===== src/rtl/btb_pkg.sv =====
// Shared types for the IF-stage branch target buffer.
// Holds the counter encoding, the table entry layout and reset/allocate values.
package btb_pkg;

    typedef enum logic [1:0] {
        SNT = 2'b00,
        WNT = 2'b01,
        WT  = 2'b10,
        ST  = 2'b11
    } ctr_t;

    // Tag field is sized for the smallest legal table (ENTRIES=2, 29-bit tag)
    // plus headroom. Larger tables zero-extend their narrower tag into it.
    typedef struct packed {
        logic        valid;
        logic [29:0] tag;
        logic [31:0] target;
        ctr_t        ctr;
    } btb_entry_t;

    localparam ctr_t CTR_ALLOC = WT;
    localparam ctr_t CTR_RESET = WNT;

endpackage


===== src/rtl/btb_sat_counter.sv =====
// Next-state logic for a 2-bit saturating branch direction counter.
// Ports: ctr (current state), taken (resolved outcome), ctr_next (new state).
module btb_sat_counter
    import btb_pkg::*;
(
    input  ctr_t ctr,
    input  logic taken,
    output ctr_t ctr_next
);

    always_comb begin
        ctr_next = ctr;
        unique case (ctr)
            SNT: ctr_next = taken ? WNT : SNT;
            WNT: ctr_next = taken ? WT  : SNT;
            WT:  ctr_next = taken ? ST  : WNT;
            ST:  ctr_next = taken ? ST  : WT;
            default: ctr_next = CTR_RESET;
        endcase
    end

endmodule


===== src/rtl/branch_target_buffer.sv =====
// Direct-mapped branch target buffer: combinational lookup at fetch,
// synchronous training from EX, bulk invalidate, async active-high reset.
// Ports: clk, rst; pcF -> btb_hitF/btb_predict_takenF/btb_targetF;
//        update_en/update_pc/update_taken/update_target; inval_all.
module branch_target_buffer
    import btb_pkg::*;
#(
    parameter int ENTRIES    = 16,
    parameter int INDEX_BITS = $clog2(ENTRIES),
    parameter int TAG_BITS   = 30 - INDEX_BITS
) (
    input  logic        clk,
    input  logic        rst,
    input  logic [31:0] pcF,
    output logic        btb_hitF,
    output logic        btb_predict_takenF,
    output logic [31:0] btb_targetF,
    input  logic        update_en,
    input  logic [31:0] update_pc,
    input  logic        update_taken,
    input  logic [31:0] update_target,
    input  logic        inval_all
);

    btb_entry_t entries_q [ENTRIES];

    logic [INDEX_BITS-1:0] idx;
    logic [29:0]           tag;
    btb_entry_t            look;

    logic [INDEX_BITS-1:0] uidx;
    logic [29:0]           utag;
    btb_entry_t            cur;
    logic                  uhit;
    ctr_t                  ctr_next;

    // Byte-offset bits of both PCs carry no information for 4-byte fetch.
    logic unused_offset;
    assign unused_offset = ^{pcF[1:0], update_pc[1:0]};

    // Fetch-side lookup, zero latency, reads pre-update contents.
    assign idx  = pcF[INDEX_BITS+1:2];
    assign tag  = 30'(pcF[31:INDEX_BITS+2]);
    assign look = entries_q[idx];

    assign btb_hitF           = look.valid && (look.tag == tag);
    assign btb_predict_takenF = btb_hitF && look.ctr[1];
    assign btb_targetF        = btb_hitF ? look.target : 32'h0;

    // Training side.
    assign uidx = update_pc[INDEX_BITS+1:2];
    assign utag = 30'(update_pc[31:INDEX_BITS+2]);
    assign cur  = entries_q[uidx];
    assign uhit = cur.valid && (cur.tag == utag);

    btb_sat_counter u_ctr (
        .ctr      (cur.ctr),
        .taken    (update_taken),
        .ctr_next (ctr_next)
    );

    always_ff @(posedge clk or posedge rst) begin
        if (rst) begin
            for (int i = 0; i < ENTRIES; i++) begin
                entries_q[i] <= '{valid:  1'b0,
                                  tag:    30'h0,
                                  target: 32'h0,
                                  ctr:    CTR_RESET};
            end
        end else if (inval_all) begin
            // Bulk flush wins; any coincident training is dropped.
            for (int i = 0; i < ENTRIES; i++) begin
                entries_q[i].valid <= 1'b0;
            end
        end else if (update_en) begin
            if (uhit) begin
                entries_q[uidx].ctr <= ctr_next;
                if (update_taken) begin
                    entries_q[uidx].target <= update_target;
                end
            end else if (update_taken) begin
                // Only taken branches earn a slot; aliases are evicted.
                entries_q[uidx] <= '{valid:  1'b1,
                                     tag:    utag,
                                     target: update_target,
                                     ctr:    CTR_ALLOC};
            end
        end
    end

endmodule


===== config.mk =====
export PLATFORM = sky130hd
export DESIGN_NAME = branch_target_buffer
export DESIGN_NICKNAME = d
export VERILOG_FILES = /design/src/rtl/btb_pkg.sv /design/src/rtl/btb_sat_counter.sv /design/src/rtl/branch_target_buffer.sv
export SDC_FILE = /design/constraint.sdc
export NUM_CORES = 2
export LEC_CHECK = 0
export CORE_MARGIN = 2
export CORE_UTILIZATION = 56
export DETAILED_ROUTE_END_ITERATION = 10
export PLACE_DENSITY_LB_ADDON = 0.08
export SYNTH_ARGS = -nofsm -noshare
export SYNTH_HDL_FRONTEND = slang
export SYNTH_SLANG_ARGS = --single-unit

===== constraint.sdc =====
create_clock -name clk -period 31.9 [get_ports clk]
set_clock_uncertainty 0.2 [all_clocks]
set_input_delay 4.785 -clock clk [delete_from_list [all_inputs] [get_ports clk]]
set_output_delay 4.785 -clock clk [all_outputs]
set_load 0.01 [all_outputs]

==> results.json <==
{
  "crit_fanout": 65,
  "start_util_pct": 56.71,
  "grt_start_max_net_pins": 192,
  "ys.flop_type": "dfrtp_1",
  "dp.cells": 4326,
  "antenna_found_initial": 6,
  "die_h_um": 301.1,
  "place_hpwl_um": 74940,
  "design.die.area_um2": 90650,
  "yosys_warnings": 0,
  "post-cts-setup-buffers": 0,
  "synth_nets": 3405,
  "syn_avg_cell_area_um2": 14.96,
  "gp_congestion": 0.8418,
  "fin_crit_ns": 15.55,
  "wire_per_inst_um": 29.72,
  "worstMarginPinSlew_ns": 1.185,
  "synth_cells": 3304,
  "cts_buffers": 106,
  "grt_pass1_wl_um": 205600,
  "worst_ep_required_time_ns": 26.92,
  "slew_viol_final": 0,
  "leakage_nw": 24.95,
  "cap_violations": 0,
  "slew_headroom_pct": 21.02,
  "setup.worst_path.end_class": "primary output",
  "grtUsageTotal_pct": 30.55,
  "vias": 30030,
  "layout-drive-gt1-share_pct": 37.76,
  "gr-total-overflow": 0,
  "final_cells": 4523,
  "regMostFlops": "entries_q",
  "h-tree-depth": 3,
  "critical_path_arrival_ns": 10.57,
  "hold_class": "register to register",
  "clock_latency_ns": 0.69,
  "cts_hold_buf": 0,
  "finalNetCount": 3380,
  "synth.ff_latch_count": 976,
  "cts_sinks": 976,
  "coreArea_um2": 87160,
  "cts_tree": "yes",
  "critPathLaunchType": "primary input",
  "clockRootBuffer": "clkbuf_16",
  "ioPinCount": 135,
  "die_w_um": 301.1,
  "path_clk_slew_ns": 0.06,
  "clock_tree.buffer_depth": 3,
  "drt_iter0_markers": 2557,
  "reg_top3": "entries_q: 976 flops",
  "largest_reg_flops": 976,
  "ys_seq_area_share_pct": 49.46,
  "multi_input_area_um2": 23240,
  "syn_area_um2": 49420,
  "cts.repair.resized": 0,
  "outcome": "finished clean",
  "fp-row-count": 108,
  "synth_edf_count": 0,
  "drc": 0,
  "final_hold_viol_count": 0,
  "netlist-cell-type-count": 61,
  "drt.antenna.violating_nets": 0,
  "place_worst_setup_slack_ns": 16.31,
  "ir_worst_vdd_uv": 52.05,
  "viasPerCell": 6.639,
  "drt_first_pass_iters": 7,
  "drt-total-wl_um": 134400,
  "criticalPathCategory": "primary input to primary output",
  "async_reset_ff_share_pct": 100.0,
  "setup_slack_ns": 16.35,
  "rsz0062_at_grt": "no",
  "area.sequential_um2": 24440,
  "power_mw": 3.208,
  "syn2layout_area_growth_pct": 10.55,
  "fillers": 6416,
  "max_freq_ghz": 0.06430,
  "hold_slack_ns": 0.2605,
  "grt_pass1_vias": 32140,
  "port-buffer-count": 130,
  "fin_crit_sh_pct": 48.75,
  "p_per_area_nw_per_um2": 58.72,
  "setup_violations": 0,
  "tns_ns": 0
}
==> per-layer routing <==
metal / track usage, % / part of all wire [%] / vias up
met4: 11.58 / 3.9 / 8
met3: 4.834 / 6.0 / 312
met1: 41.20 / 40 / 16240
met2: 50.41 / 50 / 1073
li1: - / - / 12400
met5: 0 / 0.034 / -
==> through the flow <==
stage	util, %	area, µm²
global route	62.69	54640
CTS	62.68	54630
finish	62.69	54640
global placement	58.62	51090
detailed placement	58.62	51090
floorplan	-	49430
==> layout make-up <==
type                            count  area share [%]
Tap cell                         1155           2.645
Clock buffer                      159           5.604
Timing Repair Buffer              200           3.403
Multi-Input combinational cell   1969           42.53
Clock inverter                     36          0.8817
Antenna cell                        2        0.009160
Inverter                           26          0.1855
Sequential cell                   976           44.74
==> final timing paths <==
check / from / end / slack (ns) / cells after the start
max: pcF[2] / btb_targetF[2] / 16.35 / 11
min reg2reg: entries_q[942] / entries_q[942] / 0.26 / 2
min in group asynchronous: rst / entries_q[699] / 4.57 / 3
max reg2reg: entries_q[944] / entries_q[639] / 26.47 / 10
min: entries_q[942] / entries_q[942] / 0.26 / 2
max in group asynchronous: rst / entries_q[684] / 22.57 / 7
==> power by group <==
group / internal, mW / switching, mW / leakage [nW]
clock network: 0.730 / 0.512 / 1.74
logic: 0.269 / 0.202 / 10.3
registers: 1.40 / 0.0973 / 12.9
total: 2.40 / 0.811 / 25.0
==> cell usage in the layout (no fill, tap or decap), types with 62 or more instances in the layout <==
| cell | Yosys | routed |
|---|---|---|
| clkdlybuf4s50_1 | 0 | 123 |
| mux2i_1 | 85 | 85 |
| mux4_2 | 382 | 382 |
| clkbuf_16 | 0 | 106 |
| and2_1 | 62 | 62 |
| buf_4 | 26 | 71 |
| nand2_1 | 168 | 155 |
| mux2_2 | 591 | 591 |
| mux2_1 | 285 | 285 |
| dfrtp_1 | 960 | 960 |
==> critical path: stages <==
cell and delay (ns):
buf_8 0.51, buf_4 0.74, buf_4 0.87, mux4_2 0.62
mux4_2 0.61, xnor2_1 0.18, nand4_1 0.25, nor2_1 0.17
and4_2 0.85, and2_1 0.25, clkdlybuf4s50_1 0.55
==> Yosys cell counts, types with 19 or more instances <==
| cell | count | area, µm² |
|---|---|---|
| nand2b_1 | 22 | 137.6 |
| mux4_2 | 382 | 8603 |
| a21oi_1 | 24 | 120.1 |
| inv_1 | 26 | 97.59 |
| and2_1 | 62 | 387.9 |
| nand2_1 | 168 | 630.6 |
| buf_1 | 39 | 146.4 |
| buf_4 | 26 | 195.2 |
| buf_2 | 31 | 155.2 |
| o21ai_0 | 44 | 220.2 |
| mux2i_1 | 85 | 850.8 |
| a22oi_1 | 23 | 172.7 |
| buf_6 | 42 | 473.0 |
| a21o_1 | 19 | 142.6 |
| clkbuf_1 | 193 | 724.4 |
| mux2_2 | 591 | 6655 |
| nor2_1 | 29 | 108.9 |
| dfrtp_1 | 960 | 24020 |
| mux2_1 | 285 | 3209 |
| xnor2_1 | 38 | 332.8 |
| a41oi_1 | 59 | 516.8 |
==> cell families (layout without fill, tap and decap cells) <==
family / Yosys count / after routing / synth area share [%]
xor gates and xnor gates: 52 / 52 / 0.9215
and+or+nand+nor: 339 / 339 / 3.304
DFF: 976 / 976 / 49.46
other: 0 / 2 / 0
adders and majority gates: 1 / 1 / 0.02025
buffers and inverters: 359 / 421 / 3.686
AOI/OAI and AO/OA: 234 / 234 / 3.526
muxes: 1343 / 1343 / 39.09
Power figures use the tool's default switching activity.
